--- src/rtl/microprocessor_host_sequencer_pkg.sv ---
// Shared definitions for the microprocessor host sequencer: state encodings,
// arithmetic opcode constants and the default idle microaddress.
package microprocessor_host_sequencer_pkg;

  typedef enum logic [2:0] {
    ST_IDLE    = 3'd0,
    ST_LAUNCH  = 3'd1,
    ST_BUSY    = 3'd2,
    ST_RECOVER = 3'd3,
    ST_RESPOND = 3'd4
  } seq_state_e;

  localparam logic [3:0] OP_ADD = 4'b0011;
  localparam logic [3:0] OP_SUB = 4'b0111;
  localparam logic [3:0] OP_MUL = 4'b1100;

  localparam logic [7:0] DEFAULT_IDLE_UADDR = 8'h00;

endpackage

--- src/rtl/microprocessor_host_sequencer_timer.sv ---
// Loadable down-counter shared by the GO_BAR hold interval and the
// remaining timeout window; done is high while the count is zero.
module host_sequencer_timer #(
  parameter int WIDTH = 16
) (
  input  logic             clk,
  input  logic             rst_n,
  input  logic             load,
  input  logic [WIDTH-1:0] load_value,
  input  logic             en,
  output logic             done
);

  logic [WIDTH-1:0] count_r;

  // Count register: load wins over decrement, and the count saturates at zero.
  always_ff @(posedge clk or negedge rst_n) begin
    if (!rst_n) begin
      count_r <= '0;
    end else if (load) begin
      count_r <= load_value;
    end else if (en && (count_r != '0)) begin
      count_r <= count_r - WIDTH'(1);
    end
  end

  assign done = (count_r == '0);

endmodule

--- src/rtl/microprocessor_host_sequencer.sv ---
// Host-side command initiator: launches one arithmetic request on the
// microprocessor, detects completion or timeout, and returns the result.
module microprocessor_host_sequencer
  import microprocessor_host_sequencer_pkg::*;
#(
  parameter logic [7:0] IDLE_UADDR = DEFAULT_IDLE_UADDR,
  parameter int         GO_HOLD    = 6,
  parameter int         TIMEOUT    = 64
) (
  input  logic       SYSTEM_CLK,
  input  logic       RESET,
  input  logic       REQ_VALID,
  output logic       REQ_READY,
  input  logic [3:0] REQ_OPCODE,
  input  logic [7:0] REQ_A,
  input  logic [7:0] REQ_B,
  output logic       RSP_VALID,
  input  logic       RSP_READY,
  output logic [7:0] RSP_DATA,
  output logic [3:0] RSP_OPCODE,
  output logic       RSP_TIMEOUT,
  output logic [3:0] OPCODE,
  output logic [7:0] DATA_IN_A,
  output logic [7:0] DATA_IN_B,
  output logic       GO_BAR,
  output logic       JAM,
  input  logic [7:0] MICROADDRESS,
  input  logic [7:0] DATA_OUT
);

  // The timer is reloaded on entry to BUSY with what is left of the timeout
  // window, so one counter covers both intervals.
  localparam logic [15:0] HOLD_LOAD = 16'(GO_HOLD - 1);
  localparam logic [15:0] BUSY_LOAD = 16'(TIMEOUT - 1 - GO_HOLD);

  seq_state_e  state_r, next_state_s;
  logic        left_r;
  logic        req_ready_r, go_bar_r, jam_r, rsp_valid_r, rsp_timeout_r;
  logic [3:0]  opcode_r, rsp_opcode_r;
  logic [7:0]  data_a_r, data_b_r, rsp_data_r;
  logic        accept_s, complete_s, timer_done_s;
  logic        timer_load_s, timer_en_s;
  logic [15:0] timer_load_value_s;

  assign accept_s   = (state_r == ST_IDLE) && REQ_VALID && req_ready_r;
  assign complete_s = (state_r == ST_BUSY) && left_r && (MICROADDRESS == IDLE_UADDR);

  host_sequencer_timer #(.WIDTH(16)) u_timer (
    .clk        (SYSTEM_CLK),
    .rst_n      (RESET),
    .load       (timer_load_s),
    .load_value (timer_load_value_s),
    .en         (timer_en_s),
    .done       (timer_done_s)
  );

  // Next-state and timer control; completion takes priority over timeout.
  always_comb begin
    next_state_s       = state_r;
    timer_load_s       = 1'b0;
    timer_load_value_s = HOLD_LOAD;
    timer_en_s         = 1'b0;
    case (state_r)
      ST_IDLE: begin
        if (accept_s) begin
          next_state_s = ST_LAUNCH;
          timer_load_s = 1'b1;
        end else begin
          next_state_s = ST_IDLE;
        end
      end
      ST_LAUNCH: begin
        timer_en_s = 1'b1;
        if (timer_done_s) begin
          next_state_s       = ST_BUSY;
          timer_load_s       = 1'b1;
          timer_load_value_s = BUSY_LOAD;
        end else begin
          next_state_s = ST_LAUNCH;
        end
      end
      ST_BUSY: begin
        timer_en_s = 1'b1;
        if (complete_s) begin
          next_state_s = ST_RESPOND;
        end else if (timer_done_s) begin
          next_state_s = ST_RECOVER;
        end else begin
          next_state_s = ST_BUSY;
        end
      end
      ST_RECOVER: next_state_s = ST_RESPOND;
      ST_RESPOND: begin
        if (rsp_valid_r && RSP_READY) begin
          next_state_s = ST_IDLE;
        end else begin
          next_state_s = ST_RESPOND;
        end
      end
      default: next_state_s = ST_IDLE;
    endcase
  end

  // State, handshake flags and pin controls, all decoded from the next state.
  always_ff @(posedge SYSTEM_CLK or negedge RESET) begin
    if (!RESET) begin
      state_r     <= ST_IDLE;
      req_ready_r <= 1'b0;
      go_bar_r    <= 1'b1;
      jam_r       <= 1'b0;
      rsp_valid_r <= 1'b0;
    end else begin
      state_r     <= next_state_s;
      req_ready_r <= (next_state_s == ST_IDLE);
      go_bar_r    <= (next_state_s != ST_LAUNCH);
      jam_r       <= (next_state_s == ST_RECOVER);
      rsp_valid_r <= (next_state_s == ST_RESPOND);
    end
  end

  // Operand, left-flag and response capture registers.
  always_ff @(posedge SYSTEM_CLK or negedge RESET) begin
    if (!RESET) begin
      left_r        <= 1'b0;
      opcode_r      <= 4'h0;
      data_a_r      <= 8'h00;
      data_b_r      <= 8'h00;
      rsp_data_r    <= 8'h00;
      rsp_opcode_r  <= 4'h0;
      rsp_timeout_r <= 1'b0;
    end else begin
      if (accept_s) begin
        left_r   <= 1'b0;
        opcode_r <= REQ_OPCODE;
        data_a_r <= REQ_A;
        data_b_r <= REQ_B;
      end else if (((state_r == ST_LAUNCH) || (state_r == ST_BUSY)) &&
                   (MICROADDRESS != IDLE_UADDR)) begin
        left_r <= 1'b1;
      end
      if (complete_s) begin
        rsp_data_r    <= DATA_OUT;
        rsp_opcode_r  <= opcode_r;
        rsp_timeout_r <= 1'b0;
      end else if (state_r == ST_RECOVER) begin
        rsp_data_r    <= 8'h00;
        rsp_opcode_r  <= opcode_r;
        rsp_timeout_r <= 1'b1;
      end
    end
  end

  assign REQ_READY   = req_ready_r;
  assign GO_BAR      = go_bar_r;
  assign JAM         = jam_r;
  assign RSP_VALID   = rsp_valid_r;
  assign RSP_DATA    = rsp_data_r;
  assign RSP_OPCODE  = rsp_opcode_r;
  assign RSP_TIMEOUT = rsp_timeout_r;
  assign OPCODE      = opcode_r;
  assign DATA_IN_A   = data_a_r;
  assign DATA_IN_B   = data_b_r;

endmodule

--- config.mk ---
export PLATFORM = sky130hd
export DESIGN_NAME = microprocessor_host_sequencer
export DESIGN_NICKNAME = d
export VERILOG_FILES = /design/src/rtl/microprocessor_host_sequencer_pkg.sv /design/src/rtl/microprocessor_host_sequencer_timer.sv /design/src/rtl/microprocessor_host_sequencer.sv
export SDC_FILE = /design/constraint.sdc
export NUM_CORES = 1
export LEC_CHECK = 0
export CORE_UTILIZATION = 40
export DETAILED_ROUTE_END_ITERATION = 7
export PLACE_DENSITY_LB_ADDON = 0.3
export SLEW_MARGIN = 20
export SYNTH_ARGS = -nofsm -noshare
export SYNTH_HDL_FRONTEND = slang
export SYNTH_SLANG_ARGS = --single-unit
--- constraint.sdc ---
create_clock -name SYSTEM_CLK -period 2.6 [get_ports SYSTEM_CLK]
set_input_delay 0.26 -clock SYSTEM_CLK [delete_from_list [all_inputs] [get_ports SYSTEM_CLK]]
set_output_delay 0.26 -clock SYSTEM_CLK [all_outputs]
set_load 0.02 [all_outputs]
==> flow_summary.toml <==
[status]
outcome = "completed"

[logic_synthesis]
synthFlopType = "dfrtp_1"
synthAdderAreaFrac_pct = 0.971
synth_xor_area_share_pct = 0.680
yosys.area.top_type = "dfrtp_1"
synth_nets = 313
synth_compound_gate_area_share_pct = 11.1
ys_top_cells_by_count = "nand2_1, dfrtp_1, a21oi_1, clkbuf_1"
synth_top_family_by_area = "simple AND/OR/NAND/NOR gates"
synthSimpleGateAreaFrac_pct = 27.5
ys_ff_latch = 57
yosysUniqueCellTypes = 39
synth_area_um2 = 2580
synth_area_leaders = "dfrtp_1, nand2_1, a21oi_1"
yosysSeqAreaShare_pct = 55.4
synth_edf_count = 0
synth_most_common_cell = "nand2_1"
async_flop_share_pct = 100
muxShareOfSynthArea_pct = 1.75
yosys_warnings = 0
yosysTopAreaCellShare_pct = 54.4
avgSynthCellArea_um2 = 9.51
postSynthCellCount = 271

[sta]
rsz0062_at_grt = "no"
fin_crit_sh_pct = 81.9
slew_viol_final = 0
layout_min_cycle_time_ps = 2130
slew_headroom_pct = 58.1
setup_viol = 0
hold_viol_final = 0
skew_ps = 7.32
max_clock_freq_mhz = 470
worstMarginPinSlew_ps = 620
fin_setup_tns_ps = 0
fin_hold_ws_ps = 412

[worst_setup_path]
crit_path_end_kind = "flop"
worstPathRequired_ps = 2850
criticalPathCategory = "reg -> reg"
crit_fanout = 4
start_kind = "flop"
arrival_ps = 2370

[clock_network]
cts_buffer_depth = 2
cts_tree = "done"
clk_latency_ps = 330
cts_buffers = 9
clk_pin_slew_ps = 60
clock-root-buffer = "clkbuf_8"
cts_resized = 0
clock-sinks = 57
htree_levels = 3

[floorplanning]
core-area_um2 = 6060
initial_core_util_pct = 42.5
fp.dieH_um = 82.3
io_pins = 77
rows = 28
die-area_um2 = 6770
die_w_um = 82.3

[layout]
antenna_cells = 0
postLayoutCellArea_um2 = 3610
drive_gt1_share_pct = 8.47
final_nets = 391
area_growth_pct = 40.2

[grt]
grt_use_total_pct = 19.8
grt_pass1_wl_um = 10100
grt-ovfl-total = 0
grt_pass1_vias = 2203
grt_max_degree = 24
antenna_found_initial = 0

[pwr]
vdd_drop_max_mv = 0.673
p_per_area_nw_per_um2 = 1200
finalPower_mw = 4.35
power_leakage_nw = 1.61

[placement]
post_dp_cell_area_um2 = 3400
gp_congestion = 0.795
hpwl_um = 4280
portBuffers = 76

[job]
cap_violations = 0

[hold_path]
worstHoldPathType = "in -> async"

[route]
via_count = 2259
routedWlPerCell_um = 14.2
initialDrtViolationCount = 97
avgViaCountPerCell = 5.27
first_pass_iters = 4
post-route-drc-count = 0
final_antenna_net_count = 0
wl_um = 6070
==> flip-flops by register name (all words and copies together), names as in the netlist, 3 cells and up <==
register         flops
u_timer.count_r     16
DATA_IN_A            8
DATA_IN_B            8
RSP_DATA             8
OPCODE               4
RSP_OPCODE           4
state_r              3
==> path summary, 6_finish.rpt <==
kind,start,endpoint,slack (ps),cells past startpoint
setup / recovery,u_timer.count_r[13]$_DFFE_PN0P_,u_timer.count_r[15]$_DFFE_PN0P_,470,4
hold / removal,RESET,u_timer.count_r[13]$_DFFE_PN0P_,410,2
setup reg to reg,u_timer.count_r[13]$_DFFE_PN0P_,u_timer.count_r[15]$_DFFE_PN0P_,470,4
hold reg to reg,DATA_IN_A[2]$_DFFE_PN0N_,DATA_IN_A[2]$_DFFE_PN0N_,480,2
max in group asynchronous,RESET,GO_BAR$_DFF_PN1_,1480,3
min in group SYSTEM_CLK,REQ_A[2],DATA_IN_A[2]$_DFFE_PN0N_,460,3
==> through the flow <==
step	cells	setup WS [ps]	utilization [%]
2_1_floorplan	271	579	-
3_3_place_gp	412	471	56.2
3_5_place_dp	412	424	56.2
4_1_cts	429	461	59.6
5_1_grt	429	286	59.6
6_report	429	472	59.6
==> critical path, stage by stage, from the launching register on <==
cell and delay (ps):
dfrtp_1 400, or4_4 540, or4_4 520, or4_1 420
a21oi_1 170
==> placed cells by master (no fill, tap or decap), types with 3 or more instances in the layout <==
master and count:
nor3b_1 3, nand2_1 84, buf_4 5, nor2_1 10
nor4_1 5, or3_1 9, clkdlybuf4s50_1 75, o311ai_0 3
or4_1 10, o21ai_0 9, dfrtp_1 56, a21oi_1 16
o31ai_1 9, clkbuf_8 11, nand3_1 7, mux2_2 4
==> cell families after synthesis <==
kind of cell	count (synthesis)
AND/OR/NAND/NOR	144
multiplexers	4
flip-flops	57
AO/OA/AOI/OAI	45
buffers and inverters	17
adder cells (fa/ha/maj)	2
XOR/XNOR	2
==> report_power, final <==
part | internal (mW) | leakage, nW | switching [mW] | total (mW)
sequential | 1.27 | 0.710 | 0.294 | 1.57
combinational | 0.908 | 0.801 | 1.05 | 1.96
clock | 0.492 | 0.103 | 0.334 | 0.826
total | 2.67 | 1.61 | 1.68 | 4.35
==> area by class of cell <==
class                   count  area, um^2
well taps                  75        93.8
fillers                   526        2450
flip-flops and latches     57        1430
multi-input cells         197        1080
repair buffers             82         803
inverters                   2        7.51
clock inverters             3        40.0
clock buffers              13         159
==> per-layer routing <==
| metal | global-route usage (%) | share of wire, % | vias up |
|---|---|---|---|
| met2 | 31.4 | 47 | 64 |
| li1 | - | - | 1109 |
| met4 | 4.56 | 0.89 | 0 |
| met5 | 0 | 0 | - |
| met3 | 10.0 | 8.6 | 7 |
| met1 | 23.9 | 44 | 1079 |
==> repair_timing <==
action | 4_1_cts | 5_1_grt
hold buffers | 1 | 0
buffers inserted | 0 | 0
hold endpoints to repair | 19 | 0
(Power assumes the default switching activity.)
